## src/rtl/cla_pkg.sv

```systemverilog
// Shared definitions for the nibble-serial carry-look-ahead datapath.
package cla_pkg;

   localparam int NIBBLE_W = 4;

   typedef enum logic [1:0] {IDLE, RUN, DONE} seq_state_t;

endpackage

```

## src/rtl/cla_nibble_sequencer.sv

```systemverilog
// Slices a wide addition into 4-bit nibbles, feeds them LSB-first through an
// external pipelined CLA4CLKd, and reassembles sum, carry-out and overflow.
module cla_nibble_sequencer
   import cla_pkg::*;
#(
   parameter int NIBBLES = 4,
   parameter int CLA_LAT = 2
) (
   input  logic                        clk,
   input  logic                        reset,
   input  logic                        in_valid,
   output logic                        in_ready,
   input  logic [NIBBLE_W*NIBBLES-1:0] a,
   input  logic [NIBBLE_W*NIBBLES-1:0] b,
   input  logic                        cin,
   output logic [NIBBLE_W-1:0]         cla_a,
   output logic [NIBBLE_W-1:0]         cla_b,
   output logic                        cla_c,
   input  logic [NIBBLE_W-1:0]         cla_s,
   input  logic                        cla_cout,
   output logic                        out_valid,
   input  logic                        out_ready,
   output logic [NIBBLE_W*NIBBLES-1:0] sum,
   output logic                        cout,
   output logic                        ovf
);

   localparam int W       = NIBBLE_W * NIBBLES;
   localparam int NIB_CW  = (NIBBLES > 1) ? $clog2(NIBBLES) : 1;
   localparam int WAIT_CW = (CLA_LAT > 1) ? $clog2(CLA_LAT) : 1;
   localparam logic [NIB_CW-1:0]  LAST_NIB  = NIB_CW'(NIBBLES - 1);
   localparam logic [WAIT_CW-1:0] WAIT_LOAD = WAIT_CW'(CLA_LAT - 1);

   seq_state_t          state, state_nxt;
   logic [NIB_CW-1:0]   nib_idx;
   logic [WAIT_CW-1:0]  wait_cnt;
   logic [W-1:0]        a_sh, b_sh;
   logic                a_msb, b_msb;
   logic                accept, capture, last_nib;

   assign accept   = (state == IDLE) && in_valid;
   assign capture  = (state == RUN) && (wait_cnt == '0);
   assign last_nib = (nib_idx == LAST_NIB);

   always_ff @(posedge clk or posedge reset) begin
      if (reset) state <= IDLE;
      else       state <= state_nxt;
   end

   always_comb begin
      state_nxt = state;
      case (state)
         IDLE:    if (in_valid) state_nxt = RUN;
         RUN:     if (capture && last_nib) state_nxt = DONE;
         DONE:    if (out_ready) state_nxt = IDLE;
         default: state_nxt = IDLE;
      endcase
   end

   always_comb begin
      in_ready  = (state == IDLE);
      out_valid = (state == DONE);
   end

   // Nibble issue and result capture: cla_c doubles as the chained carry.
   always_ff @(posedge clk or posedge reset) begin
      if (reset) begin
         nib_idx  <= '0;
         wait_cnt <= '0;
         cla_a    <= '0;
         cla_b    <= '0;
         cla_c    <= 1'b0;
         sum      <= '0;
         cout     <= 1'b0;
         ovf      <= 1'b0;
      end else if (accept) begin
         nib_idx  <= '0;
         wait_cnt <= WAIT_LOAD;
         cla_a    <= a[NIBBLE_W-1:0];
         cla_b    <= b[NIBBLE_W-1:0];
         cla_c    <= cin;
      end else if (state == RUN) begin
         if (!capture) begin
            wait_cnt <= wait_cnt - WAIT_CW'(1);
         end else begin
            sum[NIBBLE_W*nib_idx +: NIBBLE_W] <= cla_s;
            if (last_nib) begin
               cout <= cla_cout;
               ovf  <= (a_msb == b_msb) && (cla_s[NIBBLE_W-1] != a_msb);
            end else begin
               nib_idx  <= nib_idx + NIB_CW'(1);
               wait_cnt <= WAIT_LOAD;
               cla_a    <= a_sh[NIBBLE_W-1:0];
               cla_b    <= b_sh[NIBBLE_W-1:0];
               cla_c    <= cla_cout;
            end
         end
      end
   end

   // Operand shadow: the remaining nibbles, consumed from the bottom.
   always_ff @(posedge clk) begin
      if (accept) begin
         a_sh  <= a >> NIBBLE_W;
         b_sh  <= b >> NIBBLE_W;
         a_msb <= a[W-1];
         b_msb <= b[W-1];
      end else if (capture && !last_nib) begin
         a_sh <= a_sh >> NIBBLE_W;
         b_sh <= b_sh >> NIBBLE_W;
      end
   end

endmodule
```

## config.mk

```make
export PLATFORM = sky130hd
export DESIGN_NAME = cla_nibble_sequencer
export DESIGN_NICKNAME = d
export VERILOG_FILES = /design/src/rtl/cla_pkg.sv /design/src/rtl/cla_nibble_sequencer.sv
export SDC_FILE = /design/constraint.sdc
export NUM_CORES = 1
export LEC_CHECK = 0
export BUFFER_PORTS_ARGS = -buffer_cell sky130_fd_sc_hd__buf_2
export CORE_ASPECT_RATIO = 0.5
export CORE_MARGIN = 2
export CORE_UTILIZATION = 35
export DETAILED_ROUTE_END_ITERATION = 12
export PLACE_DENSITY_LB_ADDON = 0.08
export SYNTH_ARGS = -nofsm -noshare
export SYNTH_HDL_FRONTEND = slang
export SYNTH_SLANG_ARGS = --single-unit
```

## constraint.sdc

```tcl
create_clock -name clk -period 2.4 [get_ports clk]
set_input_delay 0.12 -clock clk [delete_from_list [all_inputs] [get_ports clk]]
set_output_delay 0.12 -clock clk [all_outputs]
set_load 0.05 [all_outputs]
```

==> impl_metrics.json <==
{
  "power_frac_clock_pct": 21.2,
  "clk_path_buf_depth": 2,
  "path_max_fanout": 33,
  "io_pins": 71,
  "yosysTopAreaCellShare_pct": 31.0,
  "diodes": 0,
  "slew_viol_final": 0,
  "switchingPower_mw": 2.06,
  "fp.dieArea_um2": 8120,
  "routabilityCongestion": 0.761,
  "start_util_pct": 35.7,
  "total_power_mw": 5.21,
  "max_slew.worst_pin.slew_ns": 0.477,
  "grt_max_degree": 36,
  "clock_skew_ns": 0.00426,
  "cap_viol_max_count": 0,
  "num_rows": 22,
  "hp-class": "in2reg",
  "core-area_um2": 7240,
  "worst-setup-path-type": "reg2reg",
  "yosysTopAreaCell": "dfrtp_1",
  "peakVddDrop_mv": 0.630,
  "cts_setup_buffers": 0,
  "yosysSeqAreaShare_pct": 61.3,
  "power_frac_comb_pct": 43.2,
  "io_buffers": 70,
  "synthTopCellsByArea": "dfrtp_1, edfxtp_1, mux2_2",
  "dp_hpwl_mm": 3.48,
  "fin_crit_ns": 1.98,
  "cts_tree": "yes",
  "finalInstanceArea_um2": 3370,
  "placedCellCount": 345,
  "cts_sinks": 58,
  "h-tree-depth": 3,
  "numCtsBuffers": 9,
  "drtIter0Drc": 112,
  "hold_buffers": 4,
  "ys_warn_count": 0,
  "cp-start-kind": "flop",
  "slew_headroom_pct": 68.1,
  "hold_viol": 0,
  "instances_no_fill": 365,
  "clk_latency_ns": 0.33,
  "grt_pass1_vias": 1779,
  "netlist_instances": 182,
  "avgSynthCellArea_um2": 14.2,
  "nets": 311,
  "fmax_ghz": 0.506,
  "synth_cell_types": 30,
  "intPower_mw": 3.15,
  "area_delta_synth_final_pct": 30.5,
  "clk_pin_slew_ns": 0.05,
  "leakagePower_nw": 1.49,
  "routed_wirelength_mm": 5.06,
  "grt_overflow_total": 0,
  "synth_area_um2": 2580,
  "place_area_um2": 3070,
  "synth-edff-count": 26,
  "cts.repair.resized": 0,
  "synthFlopType": "dfrtp_1",
  "root_buffer": "clkbuf_16",
  "grt_antenna_before_repair": 0,
  "die_h_um": 64.7,
  "first_pass_iters": 4,
  "final.setup.tns_ns": 0,
  "async_reset_ff_share_pct": 55.2,
  "p_per_area_nw_per_um2": 1550,
  "grt_util_all_layers_pct": 14.2,
  "required_ns": 2.61,
  "vias": 1709,
  "endpoint_kind": "flop",
  "cp_data_arrival_time_ns": 2.19,
  "rsz0062_at_grt": "no",
  "syn-num-nets": 229,
  "setup_violations": 0,
  "wire_per_inst_um": 13.9,
  "final_antenna_net_count": 0,
  "die_w_um": 125,
  "period_share_pct": 82.4,
  "status": "finished, final reports clean",
  "grt_pass1_wl_mm": 8.60,
  "seqPwrFrac_pct": 35.6,
  "via_per_inst": 4.68,
  "switching_share_pct": 39.5,
  "drive_above_1_share_pct": 48.3,
  "synth_seq_cells": 58,
  "drc": 0
}
## per-stage QoR
step / hold WS [ns] / util, % / worst slack, ns
2_1_floorplan: 0.206 / - / 0.191
3_3_place_gp: 0.238 / 42.4 / 0.452
3_5_place_dp: 0.247 / 42.4 / 0.418
4_1_cts: 0.0376 / 46.5 / 0.410
5_1_grt: 0.0435 / 46.5 / 0.326
6_report: 0.0503 / 46.5 / 0.423
## routing by layer
| layer | GRT usage [%] | wire, um |
|---|---|---|
| met1 | 17.4 | 2340 |
| met2 | 21.2 | 2290 |
| met3 | 7.27 | 388 |
| met5 | 0 | 0 |
| met4 | 5.83 | 44 |
## power by group through the flow
stage               Combinational [mW]  Sequential [mW]  Clock (mW)
CTS                               2.28             1.86        1.14
global placement                  2.26             1.85           0
floorplan                         1.06             2.53           0
finish                            2.25             1.86        1.10
detailed placement                2.27             1.87           0
global route                      2.43             1.92        1.20
## synth_stat cells, types with 2 or more instances
| library cell | instances |
|---|---|
| ha_1 | 5 |
| edfxtp_1 | 26 |
| nand2_1 | 17 |
| nor2_1 | 5 |
| inv_1 | 6 |
| nor4b_2 | 3 |
| nor3b_1 | 2 |
| dfrtp_1 | 32 |
| clkbuf_1 | 2 |
| buf_4 | 2 |
| buf_2 | 4 |
| a22o_1 | 8 |
| o21ai_0 | 9 |
| and2_1 | 8 |
| nand4bb_1 | 4 |
| mux2_2 | 35 |
## worst paths after layout
path | start | end | slack (ns) | cells after the start
worst max-delay path | nib_idx[0] | cla_b[1] | 0.42 | 5
worst min-delay path | cla_cout | cout | 0.05 | 2
worst max register to register | nib_idx[0] | cla_b[1] | 0.42 | 5
worst min register to register | sum[9] | sum[9] | 0.48 | 2
max in group asynchronous | reset | sum[11] | 1.66 | 4
min in group asynchronous | reset | cla_b[1] | 0.42 | 4
## cell usage in the layout, fill, tap and decap left out, drive strengths merged
| cell type | synthesis | final |
|---|---|---|
| nor4bb | 1 | 1 |
| mux2 | 35 | 35 |
| nor3b | 2 | 2 |
| a22o | 8 | 8 |
| buf | 7 | 76 |
| o21ai | 9 | 9 |
| and2 | 8 | 8 |
| nor2b | 1 | 1 |
| or3b | 1 | 1 |
| o31ai | 1 | 1 |
| edfxtp | 26 | 26 |
| a221o | 1 | 1 |
| dfrtp | 32 | 32 |
| ha | 5 | 5 |
| clkinv | 0 | 4 |
| a31o | 1 | 1 |
| mux2i | 1 | 1 |
| nor4b | 4 | 4 |
| nand2 | 17 | 17 |
| nor2 | 5 | 5 |
| dlygate4sd3 | 0 | 4 |
| nand4bb | 4 | 4 |
| clkbuf | 2 | 12 |
| xnor2 | 1 | 1 |
| nand2b | 1 | 1 |
| inv | 6 | 6 |
| a21oi | 2 | 2 |
| a21o | 1 | 1 |
## layout make-up
class	instances	area, um2
clock buffer	12	236
multi-input combinational	109	928
clock inverter	4	20.0
inverter	6	22.5
sequential	58	1580
tap	96	120
fill	698	3870
timing repair buffer	80	460
## critical path, cell delays in order, from the launching register on
cell,delay (ns)
dfrtp_1,0.44
ha_1,0.26
or3b_1,0.40
a21oi_4,0.16
buf_12,0.22
mux2_2,0.37
## logic make-up (layout without fill, tap and decap cells)
kind of cell             Yosys count  in the layout  synth area share [%]
XOR/XNOR                           1              1                 0.339
buffers and inverters             15            102                  2.96
adder cells (fa/ha/maj)            5              5                  2.42
flip-flops                        58             58                  61.3
AO/OA/AOI/OAI                     23             23                  6.59
multiplexers                      36             36                  15.7
AND/OR/NAND/NOR                   44             44                  10.8
## registers in the layout, indices dropped and copies added (netlist names)
signal and flops:
cla_a 4, ovf 1, state 2, a_msb 1, cout 1, sum 16
nib_idx 2, b_msb 1, wait_cnt 1, b_sh 12, cla_b 4, a_sh 12
cla_c 1
(Power assumes the default switching activity.)
